### config.mk
export PLATFORM = sky130hd
export DESIGN_NAME = irq_ctrl
export DESIGN_NICKNAME = d
export VERILOG_FILES = /design/src/rtl/irq_ctrl.sv
export SDC_FILE = /design/constraint.sdc
export NUM_CORES = 1
export LEC_CHECK = 0
export BUFFER_PORTS_ARGS = -buffer_cell sky130_fd_sc_hd__buf_2
export CELL_PAD_IN_SITES_DETAIL_PLACEMENT = 1
export CELL_PAD_IN_SITES_GLOBAL_PLACEMENT = 2
export CORE_ASPECT_RATIO = 0.8
export CORE_MARGIN = 4
export CORE_UTILIZATION = 25
export DETAILED_ROUTE_END_ITERATION = 8
export GPL_ROUTABILITY_DRIVEN = 0
export GPL_TIMING_DRIVEN = 0
export HOLD_SLACK_MARGIN = 0.05
export PLACE_DENSITY_LB_ADDON = 0.1
export SYNTH_ARGS = -nofsm -noshare
export SYNTH_HDL_FRONTEND = slang
export SYNTH_SLANG_ARGS = --single-unit
### constraint.sdc
create_clock -name clk -period 1.1 [get_ports clk]
set_clock_uncertainty 0.1 [all_clocks]
set_input_delay 0.165 -clock clk [delete_from_list [all_inputs] [get_ports clk]]
set_output_delay 0.165 -clock clk [all_outputs]
set_load 0.02 [all_outputs]
### src/rtl/irq_ctrl.sv
// Interrupt controller: edge-latched pending bits, a mask register, and a three-state request/service handshake.
// Optional macro IRQ_ROUND_ROBIN_EN selects rotating-priority arbitration instead of lowest-index-first.
module irq_ctrl #(
  parameter int N_SRC = 8,
  parameter int ID_W  = 3
) (
  input  logic             clk,
  input  logic             rst_n,
  input  logic [N_SRC-1:0] irq_src,
  input  logic             mask_we,
  input  logic [N_SRC-1:0] mask_wdata,
  output logic [N_SRC-1:0] mask,
  output logic [N_SRC-1:0] pending,
  output logic             ir_req,
  input  logic             ir_ack,
  input  logic             eret,
  output logic [ID_W-1:0]  ir_id,
  output logic             ir_busy
);

  typedef enum logic [1:0] {
    IDLE    = 2'd0,
    REQ     = 2'd1,
    SERVICE = 2'd2
  } state_t;

  state_t           state;
  state_t           state_nxt;
  logic [N_SRC-1:0] prev;
  logic [N_SRC-1:0] edge_det;
  logic [N_SRC-1:0] enabled;
  logic [N_SRC-1:0] clr_vec;
  logic [N_SRC-1:0] pending_nxt;
  logic [ID_W-1:0]  winner;
  logic [ID_W-1:0]  ir_id_nxt;
  logic             ack_fire;

  assign edge_det = irq_src & ~prev;
  assign enabled  = pending & mask;
  assign ir_busy  = (state != IDLE);

  // A clear and a new edge on the same bit in the same cycle leave the bit set.
  assign clr_vec     = ack_fire ? ({{(N_SRC-1){1'b0}}, 1'b1} << ir_id) : '0;
  assign pending_nxt = (pending & ~clr_vec) | edge_det;

`ifdef IRQ_ROUND_ROBIN_EN
  logic [ID_W-1:0] rr_ptr;
  logic            rr_found;
  int              rr_idx;

  always_comb begin
    winner   = '0;
    rr_found = 1'b0;
    rr_idx   = 0;
    for (int k = 0; k < N_SRC; k++) begin
      rr_idx = int'(rr_ptr) + k;
      if (rr_idx >= N_SRC) rr_idx = rr_idx - N_SRC;
      if (!rr_found && enabled[rr_idx]) begin
        winner   = ID_W'(rr_idx);
        rr_found = 1'b1;
      end
    end
  end

  always_ff @(posedge clk) begin
    if (!rst_n) begin
      rr_ptr <= '0;
    end else if (ack_fire) begin
      rr_ptr <= (ir_id == ID_W'(N_SRC - 1)) ? '0 : ir_id + 1'b1;
    end
  end
`else
  // Scanning downwards lets the lowest enabled index overwrite any higher one.
  always_comb begin
    winner = '0;
    for (int i = N_SRC - 1; i >= 0; i--) begin
      if (enabled[i]) winner = ID_W'(i);
    end
  end
`endif

  // NOTE: every output of this block gets a default first so no path leaves it unassigned, which would infer a latch.
  always_comb begin
    state_nxt = state;
    ir_id_nxt = ir_id;
    ack_fire  = 1'b0;
    case (state)
      IDLE: begin
        if (|enabled) begin
          state_nxt = REQ;
          ir_id_nxt = winner;
        end
      end
      REQ: begin
        if (ir_ack) begin
          ack_fire  = 1'b1;
          state_nxt = SERVICE;
        end
      end
      SERVICE: begin
        if (eret) state_nxt = IDLE;
      end
      default: state_nxt = IDLE;
    endcase
  end

  // NOTE: state registers use non-blocking assignments so every register samples pre-edge values.
  always_ff @(posedge clk) begin
    if (!rst_n) begin
      state   <= IDLE;
      prev    <= '0;
      pending <= '0;
      mask    <= '1;
      ir_id   <= '0;
      ir_req  <= 1'b0;
    end else begin
      state   <= state_nxt;
      prev    <= irq_src;
      pending <= pending_nxt;
      ir_id   <= ir_id_nxt;
      ir_req  <= (state_nxt == REQ);
      if (mask_we) mask <= mask_wdata;
    end
  end

endmodule

==> results.py <==
metrics = {
    "run_status": {
        "status": "finished, violations left",
        "violations": "hold timing, setup timing",
    },
    "critical_path": {
        "arrival_ns": 1.35,
        "path_buf_inv": 0,
        "path_class": "flop to flop",
        "r2r_slack_ns": -0.18,
        "r2r_cells": 4,
        "slowest_stage": "dfxtp_4",
        "worst_r2r_endpoint": "pending[1]",
        "cp_top_family": "simple AND/OR/NAND/NOR gates",
        "end_kind": "flop",
        "reg2reg_from": "state[1]",
        "crit_required_ns": 1.16,
        "worstPathMaxFanout": 4,
        "path_depth": 4,
        "slowest_delay_ns": 0.36,
        "path_cells": "and3b_2 > nand2_4 > o31ai_4 > a21boi_1",
        "startpoint": "state[1]",
        "crit_path_start_kind": "flop",
        "cp-endpoint": "pending[1]",
    },
    "synth": {
        "synthCells": 122,
        "yosys_warnings": 0,
        "yosysSeqAreaShare_pct": 50.0,
        "ys_seq_elements": 30,
        "synth.distinct_cells": 26,
        "syn-cell-area_um2": 1200,
        "avgSynthCellArea_um2": 9.85,
        "synth_nets": 143,
    },
    "power": {
        "netSwitchingPower_w": 0.000858,
        "sequentialPowerShare_pct": 45.2,
        "cellPowerDensity_nw_per_um2": 1380,
        "power.internal_w": 0.00198,
        "power_frac_clock_pct": 29.6,
        "ir_drop_mv": 0.527,
        "swShare_pct": 30.3,
        "leakagePower_nw": 0.879,
        "comb_power_share_pct": 25.3,
        "total_power_w": 0.00284,
    },
    "floorplan": {
        "fp-row-count": 22,
        "fp.dieW_um": 85.5,
        "start_util_pct": 26.0,
        "dieArea_um2": 5980,
        "core_um2": 4620,
        "die_h_um": 70.0,
        "ioPinCount": 42,
    },
    "drt": {
        "ant_nets": 0,
        "drt_iter0_markers": 30,
        "wl_per_cell_um": 14.8,
        "totalWireLength_mm": 3.85,
        "drc": 0,
        "routed-via-count": 1185,
        "drt_pass1_iterations": 4,
        "via_per_inst": 4.56,
    },
    "place": {
        "io_buffers": 39,
        "post-dp-hpwl_mm": 2.60,
        "dp_cells": 221,
        "place_area_um2": 1530,
    },
    "clocking": {
        "cts-root-buf": "clkbuf_8",
        "numCtsBuffers": 5,
        "cts_hold_buffers": 16,
        "clk_latency_ns": 0.28,
        "clk_transition_reported_paths_ns": 0.06,
        "cts_tree": "yes",
        "clock_sinks": 30,
        "clock_path_buffers": 2,
        "cts-htree-levels": 2,
    },
    "worst_hold_path": {
        "holdCritPathClass": "input port to flop",
    },
    "sta": {
        "fin_crit_sh_pct": 117,
        "max_freq_mhz": 780,
        "rsz0062_at_grt": "true",
        "period_minus_slack_ns": 1.28,
        "tightestPinTransition_ns": 0.387,
        "timing.hold.ws_ns": -0.00761,
        "setup_violations": 16,
        "hold_viol_final": 1,
        "relSlewSlack_pct": 74.2,
        "drv_slew": 0,
        "fin_ws_ns": -0.182,
    },
    "flow_run": {
        "drv_cap": 0,
    },
    "global_routing": {
        "grt_overflow": 0,
        "grt_util_all_layers_pct": 13.5,
        "grt_pass1_wl_mm": 6.26,
        "met1_usage_pct": 16.4,
        "gr-max-usage-layer": "met2",
        "antenna_found_initial": 0,
        "grt_use_met3_pct": 4.36,
        "first_global_vias": 1273,
        "use_met2_pct": 22.2,
        "grt_max_degree": 11,
    },
    "final_layout": {
        "drive_gt1_share_pct": 53.5,
        "finalInstanceArea_um2": 2050,
        "num_antenna_cells": 0,
        "layout_commonest_cell": "buf_2",
        "layout.nets": 220,
        "syn2layout_area_growth_pct": 70.6,
        "layout_common_cells": "26 x buf_2, 23 x buf_4, 18 x dfxtp_4",
        "final_cells": 260,
    },
}
-- routing by layer --
metal	part of all wire [%]	up-vias	routed length [µm]
li1	-	579	-
met1	45	572	1730
met2	48	27	1850
met3	5.5	7	210
met4	1.4	0	54
met5	0	-	0
-- flip-flops by register name, summed over array words and instances (netlist names) --
| signal | count |
|---|---|
| pending | 8 |
| state | 2 |
| ir_req | 1 |
| mask | 8 |
| prev | 8 |
| ir_id | 3 |
-- worst min-delay path by stage --
stage,start,depth (start not counted),endpoint,slack [ns]
after global placement,ir_ack,2,state[0],0.28
after CTS,ir_ack,2,state[0],-0.02
after floorplan,ir_ack,1,state[0],0.16
final,ir_ack,2,state[0],-0.008
after detailed placement,irq_src[2],2,prev[2],0.29
after global routing,ir_ack,2,state[0],-0.003
-- cell type report --
type | count | area [µm²]
plain buffers | 4 | 17.5
clock buffers | 6 | 72.6
clock inverters | 2 | 8.76
fillers | 526 | 2570
inverters | 2 | 7.51
multi-input cells | 86 | 664
flip-flops and latches | 30 | 672
well taps | 60 | 75.1
repair buffers | 70 | 532
-- power by group through the flow --
stage / combinational, W / sequential [W] / clock, W
after floorplan: 0.000236 / 0.00134 / 0
after global placement: 0.000455 / 0.00129 / 0
after detailed placement: 0.000467 / 0.00130 / 0
after CTS: 0.000606 / 0.00128 / 0.000876
after global routing: 0.000780 / 0.00129 / 0.000926
final: 0.000716 / 0.00128 / 0.000839
-- cell usage after synthesis --
| cell type | number | area [µm²] |
|---|---|---|
| a2111oi_1 | 2 | 20.0 |
| a21boi_1 | 5 | 37.5 |
| a21oi_1 | 10 | 50.1 |
| a22oi_2 | 4 | 50.1 |
| a32oi_1 | 2 | 17.5 |
| a41o_1 | 1 | 10.0 |
| and2_1 | 8 | 50.1 |
| and3b_1 | 1 | 8.76 |
| buf_2 | 2 | 10.0 |
| clkbuf_1 | 2 | 7.51 |
| dfxtp_1 | 30 | 601 |
| inv_1 | 1 | 3.75 |
| inv_2 | 1 | 3.75 |
| mux2i_1 | 8 | 80.1 |
| nand2_1 | 14 | 52.6 |
| nand2_2 | 1 | 6.26 |
| nand2b_1 | 11 | 68.8 |
| nand2b_2 | 1 | 8.76 |
| nand4_2 | 1 | 12.5 |
| nor2_1 | 4 | 15.0 |
| nor2_2 | 1 | 6.26 |
| nor2b_1 | 1 | 6.26 |
| nor3b_1 | 2 | 15.0 |
| o21ai_0 | 1 | 5.00 |
| o21ai_1 | 6 | 30.0 |
| o31ai_2 | 2 | 25.0 |
-- logic make-up (layout without fill, tap and decap cells) --
family | Yosys count | after routing | synth area share, %
and+or+nand+nor | 45 | 45 | 20.8
AOI/OAI and AO/OA | 33 | 33 | 20.4
DFF | 30 | 30 | 50.0
muxes | 8 | 8 | 6.67
buffers and inverters | 6 | 84 | 2.08
-- through the flow --
step | utilization (%) | TNS, ns | worst slack, ns | hold slack (ns)
floorplan | - | -0.148 | -0.0417 | 0.161
detailed placement | 33.0 | -0.979 | -0.135 | 0.288
finish | 44.3 | -1.74 | -0.182 | -0.00761
CTS | 41.2 | -1.43 | -0.153 | -0.0185
global route | 44.3 | -2.68 | -0.234 | -0.00272
global placement | 33.0 | -0.809 | -0.105 | 0.276
-- timing repair --
action                                  4_1_cts  5_1_grt
endpoints found under the setup margin       19       28
pin swaps                                    12       14
setup buffers                                 9        6
endpoints found under the hold margin        25        2
gates resized for setup                      25       25
(Power assumes the default switching activity.)
